**config.mk**
```make
export PLATFORM = sky130hd
export DESIGN_NAME = snake_body_engine
export DESIGN_NICKNAME = d
export VERILOG_FILES = /design/src/rtl/snake_body_engine.sv
export SDC_FILE = /design/constraint.sdc
export NUM_CORES = 2
export LEC_CHECK = 0
export CAP_MARGIN = 20
export CORE_ASPECT_RATIO = 1.25
export CORE_UTILIZATION = 55
export DETAILED_ROUTE_END_ITERATION = 6
export DONT_BUFFER_PORTS = 1
export HOLD_SLACK_MARGIN = 0.15
export PLACE_DENSITY = 0.7
export SKIP_LAST_GASP = 1
export SLEW_MARGIN = 0
export SYNTH_ARGS = -nofsm -noshare
export SYNTH_HDL_FRONTEND = slang
export SYNTH_SLANG_ARGS = --single-unit
```
**constraint.sdc**
```tcl
create_clock -name uclk -period 21.5 [get_ports uclk]
set_input_delay 3.225 -clock uclk [delete_from_list [all_inputs] [get_ports uclk]]
set_output_delay 3.225 -clock uclk [all_outputs]
set_load 0.02 [all_outputs]
```
**src/rtl/snake_body_engine.sv**
```systemverilog
`timescale 1ns/1ps
// snake_body_engine: grid snake movement and body engine.
// Body segments live in a circular buffer indexed from the head pointer hp
// (segment age k sits at hp-k). Each accepted step computes the next head,
// serially scans the live body for self-collision, then commits the move.
// Build option: define SNAKE_WRAP_EN to make the field wrap at its edges
// instead of ending the game at the walls.
module snake_body_engine #(
    parameter int CELL     = 10,
    parameter int GRID_W   = 80,
    parameter int GRID_H   = 60,
    parameter int MAX_LEN  = 32,
    parameter int INIT_LEN = 3,
    parameter int START_X  = 4,
    parameter int START_Y  = 4
) (
    input  logic        uclk,
    input  logic        rst,
    input  logic        step,
    input  logic [2:0]  dir,
    input  logic [6:0]  fruit_x,
    input  logic [6:0]  fruit_y,
    input  logic [10:0] pix_x,
    input  logic [10:0] pix_y,
    output logic [6:0]  head_x,
    output logic [6:0]  head_y,
    output logic [6:0]  length,
    output logic        busy,
    output logic        eat,
    output logic        game_over,
    output logic        on_head,
    output logic        on_body
);

    localparam int PW = $clog2(MAX_LEN);

    localparam logic [2:0] D_UP    = 3'd1;
    localparam logic [2:0] D_DOWN  = 3'd2;
    localparam logic [2:0] D_LEFT  = 3'd3;
    localparam logic [2:0] D_RIGHT = 3'd4;

    localparam logic signed [7:0] GW_S     = 8'(GRID_W);
    localparam logic signed [7:0] GH_S     = 8'(GRID_H);
    localparam logic [6:0]        GW_M1    = 7'(GRID_W - 1);
    localparam logic [6:0]        GH_M1    = 7'(GRID_H - 1);
    localparam logic [6:0]        LEN_MAX  = 7'(MAX_LEN);
    localparam logic [6:0]        LEN_INIT = 7'(INIT_LEN);
    localparam logic [PW-1:0]     HP_INIT  = PW'(INIT_LEN - 1);
    localparam logic [11:0]       CELL_W   = 12'(CELL);

    typedef enum logic [1:0] {
        S_IDLE,
        S_NEXT,
        S_SCAN,
        S_COMMIT
    } state_t;

    state_t        state;
    logic [6:0]    seg_x [MAX_LEN];
    logic [6:0]    seg_y [MAX_LEN];
    logic [PW-1:0] hp;
    logic [PW-1:0] hp_inc;
    logic [PW-1:0] scan_ptr;
    logic [2:0]    heading;
    logic [6:0]    nxt_x;
    logic [6:0]    nxt_y;
    logic          wall;
    logic          self_hit;
    logic          fruit_hit;
    logic [6:0]    idx;
    logic [6:0]    last_idx;

    logic signed [7:0] cand_x;
    logic signed [7:0] cand_y;
    logic              off_x;
    logic              off_y;
    logic [6:0]        wrap_x;
    logic [6:0]        wrap_y;
    logic              out_of_field;
    logic              dir_ok;
    logic              fruit_next;
    logic              room;
    logic [6:0]        n_cmp;
    logic              head_hit;
    logic              body_hit;

    // Slots beyond the initial body are never live, so their contents are don't-care.
    function automatic logic [6:0] init_x(input int i);
        if (i < INIT_LEN) return 7'(START_X - INIT_LEN + 1 + i);
        return 7'd0;
    endfunction

    function automatic logic [6:0] init_y(input int i);
        if (i < INIT_LEN) return 7'(START_Y);
        return 7'd0;
    endfunction

    assign head_x   = seg_x[hp];
    assign head_y   = seg_y[hp];
    assign hp_inc   = hp + PW'(1);
    assign scan_ptr = hp - idx[PW-1:0];

    // A requested direction is taken unless it would reverse the snake onto itself.
    always_comb begin
        case (dir)
            D_UP:    dir_ok = (heading != D_DOWN);
            D_DOWN:  dir_ok = (heading != D_UP);
            D_LEFT:  dir_ok = (heading != D_RIGHT);
            D_RIGHT: dir_ok = (heading != D_LEFT);
            default: dir_ok = 1'b0;
        endcase
    end

    // Candidate next head from the latched heading, with edge handling.
    always_comb begin
        cand_x = $signed({1'b0, head_x});
        cand_y = $signed({1'b0, head_y});
        case (heading)
            D_UP:    cand_y = cand_y - 8'sd1;
            D_DOWN:  cand_y = cand_y + 8'sd1;
            D_LEFT:  cand_x = cand_x - 8'sd1;
            default: cand_x = cand_x + 8'sd1;
        endcase
        off_x  = (cand_x < 8'sd0) || (cand_x >= GW_S);
        off_y  = (cand_y < 8'sd0) || (cand_y >= GH_S);
        wrap_x = cand_x[6:0];
        wrap_y = cand_y[6:0];
`ifdef SNAKE_WRAP_EN
        if (off_x) wrap_x = (cand_x < 8'sd0) ? GW_M1 : 7'd0;
        if (off_y) wrap_y = (cand_y < 8'sd0) ? GH_M1 : 7'd0;
        out_of_field = 1'b0;
`else
        out_of_field = off_x || off_y;
`endif
    end

    // Fruit hit and scan length: the tail only stays put when the snake actually grows.
    always_comb begin
        fruit_next = (wrap_x == fruit_x) && (wrap_y == fruit_y);
        room       = (length < LEN_MAX);
        if (fruit_next && room) begin
            n_cmp = length - 7'd1;
        end else if (length >= 7'd2) begin
            n_cmp = length - 7'd2;
        end else begin
            n_cmp = 7'd0;
        end
    end

    // Pixel hit test against every live segment; age 0 is the head.
    always_comb begin
        head_hit = 1'b0;
        body_hit = 1'b0;
        for (int i = 0; i < MAX_LEN; i++) begin
            logic [PW-1:0] age;
            logic [11:0]   x0;
            logic [11:0]   y0;
            logic          in_cell;
            age     = hp - PW'(i);
            x0      = 12'(seg_x[i]) * CELL_W;
            y0      = 12'(seg_y[i]) * CELL_W;
            in_cell = ({1'b0, pix_x} >= x0) && ({1'b0, pix_x} < x0 + CELL_W) &&
                      ({1'b0, pix_y} >= y0) && ({1'b0, pix_y} < y0 + CELL_W);
            if (in_cell && (7'(age) < length)) begin
                if (age == '0) head_hit = 1'b1;
                else           body_hit = 1'b1;
            end
        end
    end

    // Register the pixel flags so the colour mux sees a clean one-clock delay.
    always_ff @(posedge uclk or posedge rst) begin
        if (rst) begin
            on_head <= 1'b0;
            on_body <= 1'b0;
        end else begin
            on_head <= head_hit;
            on_body <= body_hit;
        end
    end

    // Move sequencer: IDLE -> NEXT -> (SCAN) -> COMMIT, owning the body buffer.
    always_ff @(posedge uclk or posedge rst) begin
        if (rst) begin
            state     <= S_IDLE;
            hp        <= HP_INIT;
            length    <= LEN_INIT;
            heading   <= D_RIGHT;
            busy      <= 1'b0;
            eat       <= 1'b0;
            game_over <= 1'b0;
            nxt_x     <= 7'd0;
            nxt_y     <= 7'd0;
            wall      <= 1'b0;
            self_hit  <= 1'b0;
            fruit_hit <= 1'b0;
            idx       <= 7'd0;
            last_idx  <= 7'd0;
            for (int i = 0; i < MAX_LEN; i++) begin
                seg_x[i] <= init_x(i);
                seg_y[i] <= init_y(i);
            end
        end else begin
            eat       <= 1'b0;
            game_over <= 1'b0;
            case (state)
                S_IDLE: begin
                    if (step) begin
                        if (dir_ok) heading <= dir;
                        busy  <= 1'b1;
                        state <= S_NEXT;
                    end
                end
                S_NEXT: begin
                    nxt_x     <= wrap_x;
                    nxt_y     <= wrap_y;
                    wall      <= out_of_field;
                    fruit_hit <= fruit_next;
                    self_hit  <= 1'b0;
                    idx       <= 7'd1;
                    last_idx  <= n_cmp;
                    if (out_of_field || (n_cmp == 7'd0)) state <= S_COMMIT;
                    else                                 state <= S_SCAN;
                end
                S_SCAN: begin
                    if ((seg_x[scan_ptr] == nxt_x) && (seg_y[scan_ptr] == nxt_y)) self_hit <= 1'b1;
                    if (idx == last_idx) state <= S_COMMIT;
                    else                 idx   <= idx + 7'd1;
                end
                S_COMMIT: begin
                    busy  <= 1'b0;
                    state <= S_IDLE;
                    if (wall || self_hit) begin
                        hp        <= HP_INIT;
                        length    <= LEN_INIT;
                        heading   <= D_RIGHT;
                        game_over <= 1'b1;
                        for (int i = 0; i < MAX_LEN; i++) begin
                            seg_x[i] <= init_x(i);
                            seg_y[i] <= init_y(i);
                        end
                    end else begin
                        hp            <= hp_inc;
                        seg_x[hp_inc] <= nxt_x;
                        seg_y[hp_inc] <= nxt_y;
                        if (fruit_hit && room) length <= length + 7'd1;
                        eat <= fruit_hit;
                    end
                end
                default: state <= S_IDLE;
            endcase
        end
    end

endmodule

```
=== Yosys cells after proc, flatten, opt, wreduce, memory -nomap -nowiden ===
Index checks and enable logic that the tools add are counted.

* Register bits: 501
* Bits in latches: 0
* Bits in writable memories: 0
* Memory bits (read-only): 0
* Bits of input ports: 42
* Output and inout bits: 26
* Word-level logic and storage cells: 806
* Memories: 0

* Add/sub/neg operators: 105
* Multipliers: 64
* Div/mod/pow operators: 0
* $lt $le $gt $ge: 170
* Equal/unequal tests: 25
* Shift operators: 0
* Mux-type cells: 177
* Bitwise gates (word level): 3
* Reductions and logical operators: 182

{| class="wikitable"
|+ Operators with widths
! operator !! count
|-
| $add 11x4->12 const B || 64
|-
| $lt 11x12->1 || 64
|-
| $ge 11x11->1 || 64
|-
| $mul 7x3->10 const B || 64
|-
| $bwmux 224 || 2
|-
| $mux 224 || 2
|-
| $lt 5x7->1 || 32
|-
| $logic_not 5->1 || 32
|-
| $bmux 7 s5 || 4
|-
| $mux 1 || 137
|-
| $logic_and 1x1->1 || 133
|-
| $mux 7 || 14
|-
| $sub 5x5->5 const B || 16
|-
| $sub 5x4->5 const B || 8
|-
| $demux 7 s5 || 1
|-
| $eq 7x7->1 || 5
|-
| $pmux 8 s2 || 2
|-
| $sub 5x3->5 const B || 4
|-
| $ge 6x6->1 const B || 3
|-
| $not 5->6 || 3
|-
| $add 7x1->8 const B || 2
|-
| $lt 8x1->1 const B || 2
|-
| $sub 7x1->8 const B || 2
|-
| $add 7x1->7 const B || 2
|-
| 35 further kinds || 64
|}

=== Depth between registers and ports, before layout ===
* Word-level depth: 70
* Mapped depth: 25
* Gate-level depth less buffers: 23

=== Least setup slack after synthesis ===
No wires, ideal clock.

* Path type: input to register
* From: input port pix_y[1]
* To: register on_body
* Setup time: 0.131 ns
* Data arrival time: 6.935 ns
* Data required time: 21.369 ns
* Setup slack: 14.434 ns
* Stages: 15
* Path buffers: 0
* Cell sequence: inv_1 ha_1 o21ai_0 a21o_1 a21o_1 a21oi_1 nor2b_1 o21ai_0 a21oi_1 o21a_1 o21a_1 o2111ai_1 a31oi_1 or4b_2 or3_1

* Word-level cells in the longest chain between the ends: 67
* Elaborated cells between the ends (all ways): 223
* Classes of those cells: order compare: 64; mux: 63; reduce/logical: 96

{| class="wikitable"
|+ Ends and longest elaborated chain
! element !! RTL line !! RTL
|-
| start, declared || 24 || <nowiki>input logic [10:0] pix_y,</nowiki>
|-
| $ge 11x11->1 || 163 || <nowiki>({1'b0, pix_y} >= y0) && ({1'b0, pix_y} < y0 + CELL_W);</nowiki>
|-
| $logic_and 1x1->1 || 162 || <nowiki>in_cell = ({1'b0, pix_x} >= x0) && ({1'b0, pix_x} < x0 + CELL_W) &&</nowiki>
|-
| $logic_and 1x1->1 || 163 ||
|-
| $logic_and 1x1->1 || 164 || <nowiki>if (in_cell && (7'(age) < length)) begin</nowiki>
|-
| $mux 1 || 164 ||
|-
| $mux 1 || 165 || <nowiki>if (age == '0) head_hit = 1'b1;</nowiki>
|-
| $mux 1 || 164 ||
|-
| $mux 1 || 165 ||
|-
| (+52 left out) || n/a ||
|-
| $mux 1 || 164 ||
|-
| $mux 1 || 165 ||
|-
| $mux 1 || 164 ||
|-
| $mux 1 || 165 ||
|-
| $mux 1 || 164 ||
|-
| $mux 1 || 165 ||
|-
| $mux 1 (*) || 164 ||
|-
| via body_hit || 85 || <nowiki>logic body_hit;</nowiki>
|-
| end signal, assigned || 178 || <nowiki>on_body <= body_hit;</nowiki>
|-
| end, declared || 32 || <nowiki>output logic on_body</nowiki>
|}

The timed path passes the listed nets; every way through them passes the cells marked *.
A chain may end at the register's enable or synchronous reset.

=== Worst setup path after layout ===
* From: register hp[1]
* To: output port head_y[2]

* Word-level cells in the longest chain between the ends: 4

{| class="wikitable"
|+ Ends and longest elaborated chain
! element !! RTL line !! RTL
|-
| start, declared || 61 || <nowiki>logic [PW-1:0] hp;</nowiki>
|-
| start signal, assigned || 243 || <nowiki>hp <= hp_inc;</nowiki>
|-
| $not 5->6 (not written as such) || 99 || <nowiki>assign head_y = seg_y[hp];</nowiki>
|-
| $bmux 7 s5 || 99 ||
|-
| $mux 7 (not written as such) (2 in series) || 99 ||
|-
| end, declared || 26 || <nowiki>output logic [6:0] head_y,</nowiki>
|}

No other way between the ends. The select of a mux whose other input is x is not followed.

==> impl_metrics.json <==
{
  "syn_nets": 11200,
  "syn_inst": 8989,
  "r2r_setup_slack_ps": 13520,
  "final_common_cell": "ha_1",
  "nets": 11100,
  "drive_gt1_share_pct": 5.23,
  "cpPeakStageDelay_ps": 1010,
  "slew-limit-headroom_pct": 12.7,
  "worstReg2RegStart": "hp[1]",
  "start_util_pct": 55.5,
  "synth_top_area_cell": "ha_1",
  "synth_seq_cells": 501,
  "grt_max_degree": 159,
  "setup_violations": 0,
  "routed_wl_um": 299000,
  "critPathMaxFanout": 37,
  "grt_setup_unrepaired": "no",
  "timing.fmax_mhz": 118,
  "antenna_found_initial": 21,
  "yosysUniqueCellTypes": 87,
  "io_pins": 68,
  "fin_crit_sh_pct": 39.5,
  "ant_nets": 0,
  "dr_total_vias": 71300,
  "max_cap_violations": 0,
  "cts_setup_buffers": 0,
  "period_needed_ps": 8500,
  "startpoint": "hp[1]",
  "status": "complete, but fails checks",
  "die_x_um": 344,
  "critPathSlowestCell": "dfstp_4",
  "holdBufCountCts": 0,
  "synth_top_area_share_pct": 32.5,
  "synthArstFlopShare_pct": 100,
  "ys_warn_count": 0,
  "startpoint_type": "flip-flop",
  "tritoncts": "done",
  "hold_class": "reg -> reg",
  "cts_buffers": 57,
  "clockBufferDepth": 3,
  "fillers": 13000,
  "p_leak_nw": 38.9,
  "row_count": 156,
  "grt_pass1_vias": 70400,
  "clockRootBuffer": "clkbuf_16",
  "clk_transition_reported_paths_ps": 70,
  "violations": "DRC",
  "grt_pass1_wl_um": 444000,
  "hold_viol_final": 0,
  "critPathKind": "reg -> out",
  "first_pass_iters": 7,
  "worst_slew_pin_slew_ps": 1310,
  "holdCritStartpoint": "last_idx[5]",
  "port_buffers": 0,
  "maxSlewViolCount": 0,
  "grt-ovfl-total": 0,
  "die_h_um": 429,
  "power_density_nw_per_um2": 81.1,
  "first_iter_violations": 6031,
  "final_area_um2": 84600,
  "crit_required_ps": 18270,
  "synthTopCellsByArea": "ha_1 33%, dfrtp_1 15%, mux4_2 6.3%, xnor2_1 5.8%, o21ai_0 4.8%",
  "hpwl_um": 223000,
  "cts_resized": 0,
  "cts_max_level": 2,
  "stdcell_count": 10900,
  "fin_worst_skew_ps": 47.9,
  "synth_area_um2": 80300,
  "die_area_um2": 148000,
  "gp_routability_congestion": 1.09,
  "ys.flop_type": "dfrtp_1",
  "vdd_drop_max_v": 0.000164,
  "tns_ps": 0,
  "layout_common_cells": "2,086 x ha_1, 846 x inv_1, 797 x nand2_1, 772 x o21ai_0, 524 x xnor2_1",
  "clkSinkCount": 501,
  "synth_edf_count": 0,
  "clk_latency_ps": 720,
  "synthToLayoutAreaGrowth_pct": 5.29,
  "post-place-ws_ps": 13710,
  "synth.avg_cell_area_um2": 8.94,
  "core_um2": 145000,
  "place_area_um2": 82600,
  "track_usage_pct": 40.3,
  "viasPerCell": 6.56,
  "drc": 2,
  "yosysSeqAreaShare_pct": 15.6,
  "cp-end-kind": "primary output",
  "wl_per_cell_um": 27.6,
  "critPathArrivalTime_ps": 5270,
  "worstPathCellList": "buf_4 -> buf_4 -> mux4_2 -> mux4_2 -> a21oi_1 -> inv_1",
  "dp_cells": 10700,
  "worst_slack_ps": 13000
}
-- path summary, 6_finish.rpt --
path | endpoint | cells after the start
worst min-delay path | last_idx[5] | 1
max in group asynchronous | seg_y[196] | 4
worst max-delay path | head_y[2] | 6
worst max register to register | last_idx[3] | 19
worst min register to register | last_idx[5] | 1
min in group asynchronous | seg_x[5] | 1
-- layout make-up --
class / instances / area (µm²) / share of cell area [%]
Inverter: 853 / 3210 / 3.80
Antenna cell: 9 / 22.5 / 0.0266
Multi-Input combinational cell: 7410 / 63800 / 75.4
Sequential cell: 501 / 12600 / 14.9
Clock buffer: 73 / 1620 / 1.91
Tap cell: 1896 / 2370 / 2.81
Timing Repair Buffer: 79 / 657 / 0.777
Clock inverter: 35 / 357 / 0.422
-- sequential cells by signal, summed over array words and instances (netlist names) --
register and flops:
heading 3, seg_y 224, self_hit 1, nxt_y 7
game_over 1, hp 5, nxt_x 7, seg_x 224
on_body 1, eat 1, state 2, wall 1
last_idx 7, length 7, idx 7, fruit_hit 1
busy 1, on_head 1
-- cells in the mapped netlist, drive strengths merged, types with 30 or more instances --
| cell type | count |
|---|---|
| o21ai | 774 |
| nor2 | 233 |
| mux4 | 227 |
| nand2b | 93 |
| o2111ai | 35 |
| a21oi | 521 |
| o31a | 43 |
| nand3 | 131 |
| xor2 | 261 |
| nand4 | 54 |
| a211oi | 30 |
| a22oi | 30 |
| mux2i | 85 |
| xnor2 | 529 |
| a21o | 337 |
| inv | 851 |
| buf | 64 |
| clkbuf | 161 |
| a2111oi | 47 |
| o21a | 241 |
| nor3 | 168 |
| nor4 | 41 |
| o21bai | 130 |
| nor2b | 141 |
| or3 | 30 |
| fa | 67 |
| o22ai | 41 |
| ha | 2088 |
| dfrtp | 490 |
| nand2 | 799 |
-- stage by stage --
step / power (mW) / hold slack [ps] / util, %
after floorplan: 4.21 / 463 / -
after global placement: 5.56 / 503 / 57.0
after detailed placement: 5.66 / 496 / 57.0
after CTS: 6.74 / 515 / 58.4
after global routing: 7.20 / 524 / 58.4
final: 6.86 / 523 / 58.4
-- where the power goes --
group	internal, mW	switching, mW	leakage, nW
registers	1.05	0.304	6.88
logic	1.67	2.77	31.0
clock network	0.595	0.472	0.955
-- kinds of logic after synthesis --
kind of cell | after synthesis | share of synthesized area [%]
xor+xnor | 792 | 8.68
simple gates | 1751 | 10.0
mux | 325 | 7.63
buf+inv | 1078 | 5.14
compound gates | 2387 | 18.7
flops | 501 | 15.6
fa+ha+maj | 2155 | 34.2
-- routing by layer --
| layer | part of all wire, % | track usage, % | up-vias |
|---|---|---|---|
| met5 | 0.065 | 0 | - |
| met4 | 9.0 | 29.2 | 24 |
| met3 | 9.4 | 10.0 | 1139 |
| met2 | 44 | 63.8 | 3296 |
| met1 | 37 | 47.1 | 34400 |
| li1 | - | - | 32400 |
-- worst max-delay path, delay by kind of cell (launching register included) --
family	cells	cell delay (ps)
AOI/OAI and AO/OA	1	610
DFF	1	1010
muxes	2	1200
buffers and inverters	3	1650
(Power assumes the default switching activity.)
